File: src/rtl/mdu_pkg.sv
`default_nettype none
// ============================================================================
// Module   : mdu_pkg
// Purpose  : Shared constants and types for the iterative multiply/divide unit.
// Revision : 1.0  initial release
// ============================================================================
package mdu_pkg;

    localparam logic [2:0] ALU_AND = 3'b000;
    localparam logic [2:0] ALU_OR  = 3'b001;
    localparam logic [2:0] ALU_ADD = 3'b010;
    localparam logic [2:0] ALU_SUB = 3'b110;

    localparam logic OP_MULTU = 1'b0;
    localparam logic OP_DIVU  = 1'b1;

    typedef enum logic [1:0] {
        IDLE = 2'd0,
        RUN  = 2'd1,
        DONE = 2'd2
    } state_t;

endpackage
`default_nettype wire

File: src/rtl/mdu_seq_if.sv
`default_nettype none
// ============================================================================
// Module   : mdu_seq_if
// Purpose  : Request/result and shared-ALU signals of the multiply/divide unit.
// Revision : 1.0  initial release
// ============================================================================
interface mdu_seq_if #(
    parameter int WIDTH = 32
);
    logic             start;
    logic             op;
    logic [WIDTH-1:0] src_a;
    logic [WIDTH-1:0] src_b;
    logic             busy;
    logic             done;
    logic             alu_own;
    logic [2:0]       alu_ctl;
    logic [WIDTH-1:0] alu_a;
    logic [WIDTH-1:0] alu_b;
    logic [WIDTH-1:0] alu_result;
    logic [WIDTH-1:0] hi;
    logic [WIDTH-1:0] lo;

    // Core/pipeline side: issues requests, owns the ALU result path.
    modport master (
        output start, op, src_a, src_b, alu_result,
        input  busy, done, alu_own, alu_ctl, alu_a, alu_b, hi, lo
    );

    // Sequencer side.
    modport slave (
        input  start, op, src_a, src_b, alu_result,
        output busy, done, alu_own, alu_ctl, alu_a, alu_b, hi, lo
    );
endinterface
`default_nettype wire

File: src/rtl/mdu_cb_gen.sv
`default_nettype none
// ============================================================================
// Module   : mdu_cb_gen
// Purpose  : Recovers the ALU carry-out (add) or borrow-out (sub) from MSBs.
// Revision : 1.0  initial release
// ============================================================================
module mdu_cb_gen (
    input  wire logic i_a31,
    input  wire logic i_b31,
    input  wire logic i_r31,
    input  wire logic i_sub,
    output logic      o_cb
);
    logic w_carry;
    logic w_borrow;

    always_comb begin
        w_carry  = (i_a31 & i_b31) | ((i_a31 | i_b31) & ~i_r31);
        w_borrow = (~i_a31 & i_b31) | ((~i_a31 | i_b31) & i_r31);
        o_cb     = i_sub ? w_borrow : w_carry;
    end
endmodule
`default_nettype wire

File: src/rtl/mdu_seq.sv
`default_nettype none
// ============================================================================
// Module   : mdu_seq
// Purpose  : Iterative MULTU/DIVU sequencer, one shared-ALU add/sub per cycle.
// Revision : 1.0  initial release
// ============================================================================
module mdu_seq
    import mdu_pkg::*;
#(
    parameter int WIDTH = 32
) (
    input  wire logic clk,
    input  wire logic rst,
    mdu_seq_if.slave  bus
);
    localparam int                 c_cnt_w = $clog2(WIDTH);
    localparam logic [c_cnt_w-1:0] c_last  = c_cnt_w'(WIDTH - 1);

    state_t             r_state;
    logic [c_cnt_w-1:0] r_count;
    logic               r_op;
    logic [WIDTH-1:0]   r_opnd;
    logic [WIDTH-1:0]   r_hi;
    logic [WIDTH-1:0]   r_lo;
    logic               r_busy;
    logic               r_done;
    logic               r_own;

    logic               w_run;
    logic [WIDTH-1:0]   w_t;
    logic [2:0]         w_alu_ctl;
    logic [WIDTH-1:0]   w_alu_a;
    logic [WIDTH-1:0]   w_alu_b;
    logic               w_cb;

    // ALU drive is a pure function of the registered state so it stays
    // parked at add/0/0 whenever the sequencer does not own the ALU.
    always_comb begin
        w_run     = (r_state == RUN);
        w_t       = {r_hi[WIDTH-2:0], r_lo[WIDTH-1]};
        w_alu_ctl = ALU_ADD;
        w_alu_a   = '0;
        w_alu_b   = '0;
        if (w_run) begin
            if (r_op == OP_DIVU) begin
                w_alu_ctl = ALU_SUB;
                w_alu_a   = w_t;
                w_alu_b   = r_opnd;
            end else begin
                w_alu_a   = r_hi;
                w_alu_b   = r_lo[0] ? r_opnd : '0;
            end
        end
    end

    mdu_cb_gen u_cb_gen (
        .i_a31 (w_alu_a[WIDTH-1]),
        .i_b31 (w_alu_b[WIDTH-1]),
        .i_r31 (bus.alu_result[WIDTH-1]),
        .i_sub (r_op),
        .o_cb  (w_cb)
    );

    always_ff @(posedge clk) begin
        if (rst) begin
            r_state <= IDLE;
            r_count <= '0;
            r_op    <= OP_MULTU;
            r_opnd  <= '0;
            r_hi    <= '0;
            r_lo    <= '0;
            r_busy  <= 1'b0;
            r_done  <= 1'b0;
            r_own   <= 1'b0;
        end else begin
            case (r_state)
                IDLE: begin
                    if (bus.start) begin
                        r_op    <= bus.op;
                        r_opnd  <= (bus.op == OP_DIVU) ? bus.src_b : bus.src_a;
                        r_count <= '0;
                        r_hi    <= '0;
                        r_lo    <= (bus.op == OP_DIVU) ? bus.src_a : bus.src_b;
                        r_busy  <= 1'b1;
                        r_own   <= 1'b1;
                        r_state <= RUN;
                    end
                end
                RUN: begin
                    r_count <= r_count + 1'b1;
                    if (r_op == OP_DIVU) begin
                        // A set hi[31] means the 33-bit partial remainder
                        // already exceeds any 32-bit divisor.
                        if (r_hi[WIDTH-1] || !w_cb) begin
                            r_hi <= bus.alu_result;
                            r_lo <= {r_lo[WIDTH-2:0], 1'b1};
                        end else begin
                            r_hi <= w_t;
                            r_lo <= {r_lo[WIDTH-2:0], 1'b0};
                        end
                    end else begin
                        r_hi <= {w_cb, bus.alu_result[WIDTH-1:1]};
                        r_lo <= {bus.alu_result[0], r_lo[WIDTH-1:1]};
                    end
                    if (r_count == c_last) begin
                        r_own   <= 1'b0;
                        r_done  <= 1'b1;
                        r_state <= DONE;
                    end
                end
                DONE: begin
                    r_done  <= 1'b0;
                    r_busy  <= 1'b0;
                    r_state <= IDLE;
                end
                default: begin
                    r_done  <= 1'b0;
                    r_busy  <= 1'b0;
                    r_own   <= 1'b0;
                    r_state <= IDLE;
                end
            endcase
        end
    end

    assign bus.busy    = r_busy;
    assign bus.done    = r_done;
    assign bus.alu_own = r_own;
    assign bus.alu_ctl = w_alu_ctl;
    assign bus.alu_a   = w_alu_a;
    assign bus.alu_b   = w_alu_b;
    assign bus.hi      = r_hi;
    assign bus.lo      = r_lo;

endmodule
`default_nettype wire

File: src/flat_wrapper.sv
// flat-port wrapper written by rule: the top's interface ports become plain ports
module mdu_seq_flat import mdu_pkg::*;
#(
    parameter int WIDTH = 32
)
  (clk, rst, bus_start, bus_op, bus_src_a, bus_src_b, bus_alu_result, bus_busy, bus_done, bus_alu_own, bus_alu_ctl, bus_alu_a, bus_alu_b, bus_hi, bus_lo);
  mdu_seq_if #(.WIDTH(WIDTH)) bus_i ();
  input  wire logic clk;
  input  wire logic rst;
  input wire logic [$bits(bus_i.start)-1:0] bus_start;
  input wire logic [$bits(bus_i.op)-1:0] bus_op;
  input wire logic [$bits(bus_i.src_a)-1:0] bus_src_a;
  input wire logic [$bits(bus_i.src_b)-1:0] bus_src_b;
  input wire logic [$bits(bus_i.alu_result)-1:0] bus_alu_result;
  output wire logic [$bits(bus_i.busy)-1:0] bus_busy;
  output wire logic [$bits(bus_i.done)-1:0] bus_done;
  output wire logic [$bits(bus_i.alu_own)-1:0] bus_alu_own;
  output wire logic [$bits(bus_i.alu_ctl)-1:0] bus_alu_ctl;
  output wire logic [$bits(bus_i.alu_a)-1:0] bus_alu_a;
  output wire logic [$bits(bus_i.alu_b)-1:0] bus_alu_b;
  output wire logic [$bits(bus_i.hi)-1:0] bus_hi;
  output wire logic [$bits(bus_i.lo)-1:0] bus_lo;
  assign bus_i.start = bus_start;
  assign bus_i.op = bus_op;
  assign bus_i.src_a = bus_src_a;
  assign bus_i.src_b = bus_src_b;
  assign bus_i.alu_result = bus_alu_result;
  assign bus_busy = bus_i.busy;
  assign bus_done = bus_i.done;
  assign bus_alu_own = bus_i.alu_own;
  assign bus_alu_ctl = bus_i.alu_ctl;
  assign bus_alu_a = bus_i.alu_a;
  assign bus_alu_b = bus_i.alu_b;
  assign bus_hi = bus_i.hi;
  assign bus_lo = bus_i.lo;
  mdu_seq #(.WIDTH(WIDTH)) u_core (.clk(clk), .rst(rst), .bus(bus_i));
endmodule
File: config.mk
export PLATFORM = sky130hd
export DESIGN_NAME = mdu_seq_flat
export DESIGN_NICKNAME = d
export VERILOG_FILES = /design/src/rtl/mdu_pkg.sv /design/src/rtl/mdu_seq_if.sv /design/src/rtl/mdu_cb_gen.sv /design/src/rtl/mdu_seq.sv /design/src/flat_wrapper.sv
export SDC_FILE = /design/constraint.sdc
export NUM_CORES = 1
export LEC_CHECK = 0
export ABC_AREA = 1
export CELL_PAD_IN_SITES_DETAIL_PLACEMENT = 0
export CELL_PAD_IN_SITES_GLOBAL_PLACEMENT = 2
export CORE_MARGIN = 2
export CORE_UTILIZATION = 22
export DETAILED_ROUTE_END_ITERATION = 6
export PLACE_DENSITY = 0.86
export SLEW_MARGIN = 15
export SYNTH_ARGS = -nofsm -noshare
export SYNTH_HDL_FRONTEND = slang
export SYNTH_SLANG_ARGS = --single-unit
File: constraint.sdc
create_clock -name clk -period 2.5 [get_ports clk]
set_input_delay 0.75 -clock clk [delete_from_list [all_inputs] [get_ports clk]]
set_output_delay 0.75 -clock clk [all_outputs]
set_load 0.03 [all_outputs]
# Word-level counts from Yosys, hierarchy flattened
# Index checks and enable logic that the tools add are counted.
[op_classes] bitwise=13 n_reduce_logical=10 n_eq_ne=5 add_sub_neg=1 mux=29
[op_table] op="2-to-1 mux 32 bit" count=12
[op_table] op="one-hot mux 32 bit (2 select lines)" count=2
[op_table] op="one-hot mux 5 bit (2 select lines)" count=1
[op_table] op="AND reduction 2 bit" count=5
[op_table] op="2-to-1 mux 3 bit" count=2
[op_table] op="adder 5 x 1 -> 5 bit, second input constant" count=1
[op_table] op="== test 5 bit, second input constant" count=1
[op_table] op="2-to-1 mux 1 bit" count=5
[op_table] op="2-to-1 mux 5 bit" count=1
[op_table] op="inverter 1 bit" count=5
[op_table] op="AND 1 bit" count=4
[op_table] op="2-to-1 mux 2 bit" count=2
[op_table] op="!= test 2 bit, second input constant" count=2
[op_table] op="bitwise OR 1 bit" count=4
[op_table] op="one-hot mux 1 bit (2 select lines)" count=2
[op_table] op="one-hot mux 2 bit (2 select lines)" count=1
[op_table] op="one-hot mux 1 bit (3 select lines)" count=1
[op_table] op="AND reduction 3 bit" count=1
[op_table] op="== test 2 x 1 -> 1 bit, second input constant" count=1
[op_table] op="== test 2 bit, second input constant" count=1
[op_table] op="zero test 2 bit" count=1
[op_table] op="nonzero test 2 bit" count=1
[op_table] op="zero test 1 bit" count=1
[op_table] op="logical OR 1 bit" count=1
[totals] ff_bits=107 inputBits=100

# Depth between registers and ports, before layout
[logic_depth] depth_word=12 depth_mapped=15

# By module
# A second synthesis with hierarchy kept.
[hier_totals] hier_cells=1240 area_unflattened_um2=7068.0
[modules_own_cells] module="mdu_seq" area_per_inst_um2=7029.2 instances=1 cells_per_inst=1230
[modules_own_cells] module="mdu_cb_gen" area_per_inst_um2=38.8 instances=1 cells_per_inst=10

# Worst setup path after synthesis
# No wires, ideal clock.
[synth_path] kind="reg2out" from="register u_core.r_op" to="output port bus_alu_a[28]" required_ns=1.750 path_slack_ns=0.268 path_buffers=2 path_stages_with_launch=5 t_arrival_ns=1.482 cell_sequence="dfxtp_1 buf_4 buf_2 nor2_1 a211oi_1"
[synth_between] elab_chain_len=2
[synth_lines] element="start, declared" line="mdu_seq.sv:21" source="logic r_op;"
[synth_lines] element="start signal, assigned" line="mdu_seq.sv:79" source="r_op <= bus.op;"
[synth_lines] element="2-to-1 mux 32 bit" line="mdu_seq.sv:45" source="if (r_op == OP_DIVU) begin"
[synth_lines] element="2-to-1 mux 32 bit" line="mdu_seq.sv:44" source="if (w_run) begin"
[synth_lines] element="end, declared" line="flat_wrapper.sv:19" source="output wire logic [$bits(bus_i.alu_a)-1:0] bus_alu_a;"
# Every way passes these cells.

# Worst setup path in the final report
[layout_path] from="register u_core.r_op" to="output port bus_alu_a[20]"
# Same word-level chain as after synthesis.

==> summary.txt <==
GRT
  – First-pass GRT wire length: just over 40,000 µm
  – Initial antenna violation count: 2
  – Vias in the first global route: 7,205
  – GRT Util Overall: between 10% and 20%
  – Largest net degree at the start of global routing: 73
  – Gr ovfl total: 0

Clocking
  – Cts hold-fix bufs: 0
  – TritonCTS Buffers: 9
  – H-tree depth: 3
  – CTS tree: built
  – Clock transition at the registers of the reported paths: roughly 90 ps
  – Root buffer cell: clkbuf_16
  – Worst skew pair latency: 370 ps
  – Clk sinks: approximately 110
  – Clock buffer depth: 2

Placed design
  – HPWL Detailed: roughly 18,000 µm
  – Placed Area: 9320 µm²
  – I/O Buffers: between 200 and 250
  – RePlAce Congestion: slightly below 0.8
  – Pre-CTS WS: 114 ps

Setup path
  – Type of element capturing the critical path: output port
  – Worst setup SP type: register
  – Crit-path max FO: slightly above 70
  – Critical path arrival: approximately 1600 ps
  – Max stage delay on crit path: 380 ps
  – Crit path buffers/inverters: 3
  – Slowest-stage cell, CP: dfxtp_2
  – CP delay by family, top: buffers and inverters
  – Crit-path cells: inv_4 -> buf_16 -> o21ai_0 -> a21oi_1 -> buf_4
  – Worst path required time: between 1500 and 2000 ps
  – Crit path kind: reg -> out

STA
  – Final worst slack: 118 ps
  – Clk_skew: 19.1 ps
  – Period minus WS final: roughly 2400 ps
  – Max Clock Freq: between 400 and 500 MHz
  – Final Cycle Share: between 90% and 100%
  – Final setup viols: 0
  – Final hold viol count: 0
  – Tightest Pin Transition: between 900 and 1000 ps
  – Final max-slew violation count: 0
  – RSZ-0062 raised after global routing: true
  – Relative slew slack: around a third

Routing
  – 1st-iter DRT viols: approximately 380
  – Drt drc: 0
  – WL per Instance: between 15 and 20 µm
  – DRT Wirelength: between 20,000 and 30,000 µm
  – Routed Antenna Nets: 0
  – Total number of vias: approximately 7,700
  – First-pass iteration count of the detailed router: 5
  – Drt via density: approximately 4.5

Synth
  – Netlist Area Pre-Place: about 6600 µm²
  – Post-Syn Nets: between 1,000 and 1,500
  – Synth Area per Inst: roughly 5.9 µm²
  – Area contributors post-synth: dfxtp_1, nand2_1, o21ai_0
  – Yosys cell types: 26
  – Number of synthesis warnings: 0
  – Post-Synthesis Cells: 1,124
  – Yosys top cell area share: about a third
  – Register area share after synthesis: ~32%
  – Yosys reg bits: roughly 110
  – Leading area contributor after synthesis: dfxtp_1

Pwr
  – Combinational share of power: approximately a third
  – Net load switching power: 1.95 mW
  – Part of the power in registers: approximately 38%
  – Pwr per Cell Area: between 500 and 600 nW/µm²
  – Internal: between 3 and 4 mW
  – Switch share: between 30% and 40%
  – Max rail drop VDD: between 0.3 and 0.4 mV
  – Clock power frac: just under 30%
  – Leak: 4.28 nW

Min path
  – Hold crit path type: reg -> reg

Die
  – DIE AREA: 31,400 µm²
  – Ports: about 230
  – Row count: 63
  – Die Y: roughly 180 µm
  – Die X: roughly 180 µm
  – Initial Util: ~22%
  – Core ar.: a little under 30,000 µm²

Cells and area
  – Fraction of layout cells with a size suffix above 1: roughly 10%
  – Multi-input logic area: around 3600 µm²
  – Fin nets: 1,405
  – Register area: ~2100 µm²
  – Design Area, Final: slightly below 10,000 µm²
  – Synth-to-layout area growth: 46.3%
  – Fillcell total: around 3,300

Run
  – Maxcap violations: 0

Run status
  – Outcome: finished, final reports clean
## path summary, 6_finish.rpt
path	start	end	slack, ps	cells past startpoint
min reg2reg	u_core.r_count[3]$_SDFFE_PP0P_	u_core.r_count[3]$_SDFFE_PP0P_	470	2
max reg2reg	u_core.r_state[1]$_SDFFE_PP0P_	u_core.bus.lo[31]$_SDFFE_PP0P_	400	9
min	u_core.r_count[3]$_SDFFE_PP0P_	u_core.r_count[3]$_SDFFE_PP0P_	470	2
max	u_core.r_op$_SDFFE_PP0P_	bus_alu_a[20]	120	5
## Yosys cell counts
cell type and number:
nand2_1 317, o21ai_0 182, inv_1 132, dfxtp_1 107
a21oi_1 102, nor2_1 71, clkbuf_1 67, nand3_1 60
a31oi_1 32, buf_2 13, o21ai_1 9, buf_4 7
buf_6 3, nor3_1 3, a22o_1 2, buf_1 2
clkinv_1 2, conb_1 2, ha_1 2, inv_2 2
nand2_2 2, a211oi_1 1, a221oi_1 1, nand2_4 1
nand3_2 1, nor2_2 1
## metrics by stage
step | util (%) | instances | TNS [ps] | hold slack [ps] | total power [mW]
2_1_floorplan | - | 1124 | 0 | 444 | 2.93
3_3_place_gp | 31.4 | 1682 | 0 | 444 | 3.68
3_5_place_dp | 31.4 | 1682 | 0 | 451 | 3.68
4_1_cts | 32.5 | 1698 | -144 | 470 | 5.24
5_1_grt | 32.6 | 1698 | -20.1 | 485 | 5.50
6_report | 32.6 | 1699 | 0 | 468 | 5.17
## routing by layer
| metal | routed length [µm] | global-route usage, % | part of all wire [%] | vias up |
|---|---|---|---|---|
| li1 | - | - | - | 3957 |
| met1 | 12100 | 21.0 | 46 | 3473 |
| met2 | 11700 | 26.8 | 45 | 222 |
| met3 | 2090 | 5.51 | 8.0 | 10 |
| met4 | 147 | 2.36 | 0.57 | 2 |
| met5 | 13 | 0 | 0.050 | - |
## worst reg2reg max path: stages, from the launching register on
cell and delay [ps]:
dfxtp_1 390, inv_2 70, nand2_4 60, buf_4 340, buf_4 500, a21oi_1 80, o21ai_0 90, o21ai_0 100
o21ai_0 270, inv_1 90
## registers in the layout (all words and copies together), names as in the netlist, 2 cells and up
name,flops
u_core.r_count,5
u_core.r_opnd,32
u_core.r_state,2
u_core.bus.hi,32
u_core.bus.lo,32
## kinds of logic (layout without fill, tap and decap cells)
family          Yosys count  in the layout  synth area share, %
other cells               2              3                0.114
fa+ha+maj                 2              2                0.379
buf+inv                 228            412                 13.9
simple gates            456            456                 27.4
flops                   107            107                 32.4
compound gates          329            329                 25.7
## cells in the final DEF (no fill, tap or decap), types with 2 or more instances in the layout
cell	netlist	routed
buf_6	3	2
buf_4	7	71
inv_1	132	130
nor3_1	3	3
clkdlybuf4s50_1	0	164
a31oi_1	32	32
buf_2	13	2
a21oi_2	0	3
o21ai_0	182	182
dfxtp_1	107	106
nand2_1	317	317
ha_1	2	2
clkbuf_16	0	9
buf_12	0	20
a21oi_1	102	99
o21ai_1	9	9
a22o_1	2	2
nor2_4	0	3
nand3_1	60	60
inv_2	2	4
inv_8	0	2
conb_1	2	2
clkinv_8	0	2
nor2_1	71	68
nand2_2	2	2
## power by group through the flow
| stage | combinational [mW] | clock (mW) | sequential (mW) |
|---|---|---|---|
| after global placement | 1.68 | 0 | 2.00 |
| final | 1.67 | 1.53 | 1.96 |
| after CTS | 1.68 | 1.59 | 1.97 |
| after floorplan | 0.778 | 0 | 2.15 |
| after detailed placement | 1.67 | 0 | 2.01 |
| after global routing | 1.85 | 1.66 | 1.99 |
## area by class of cell
class / count / share of cell area, %
inverters: 136 / 5.31
multi-input cells: 789 / 37.1
diodes: 1 / 0.0259
flip-flops and latches: 107 / 22.2
clock buffers: 9 / 2.33
repair buffers: 260 / 27.3
well taps: 390 / 5.05
clock inverters: 7 / 0.802
## what timing repair did
| item | in CTS | in global routing |
|---|---|---|
| setup endpoints to repair | 9 | 30 |
| gates cloned | 0 | 0 |
| setup buffers | 0 | 0 |
| resized for setup | 3 | 8 |
(Power assumes the default switching activity.)
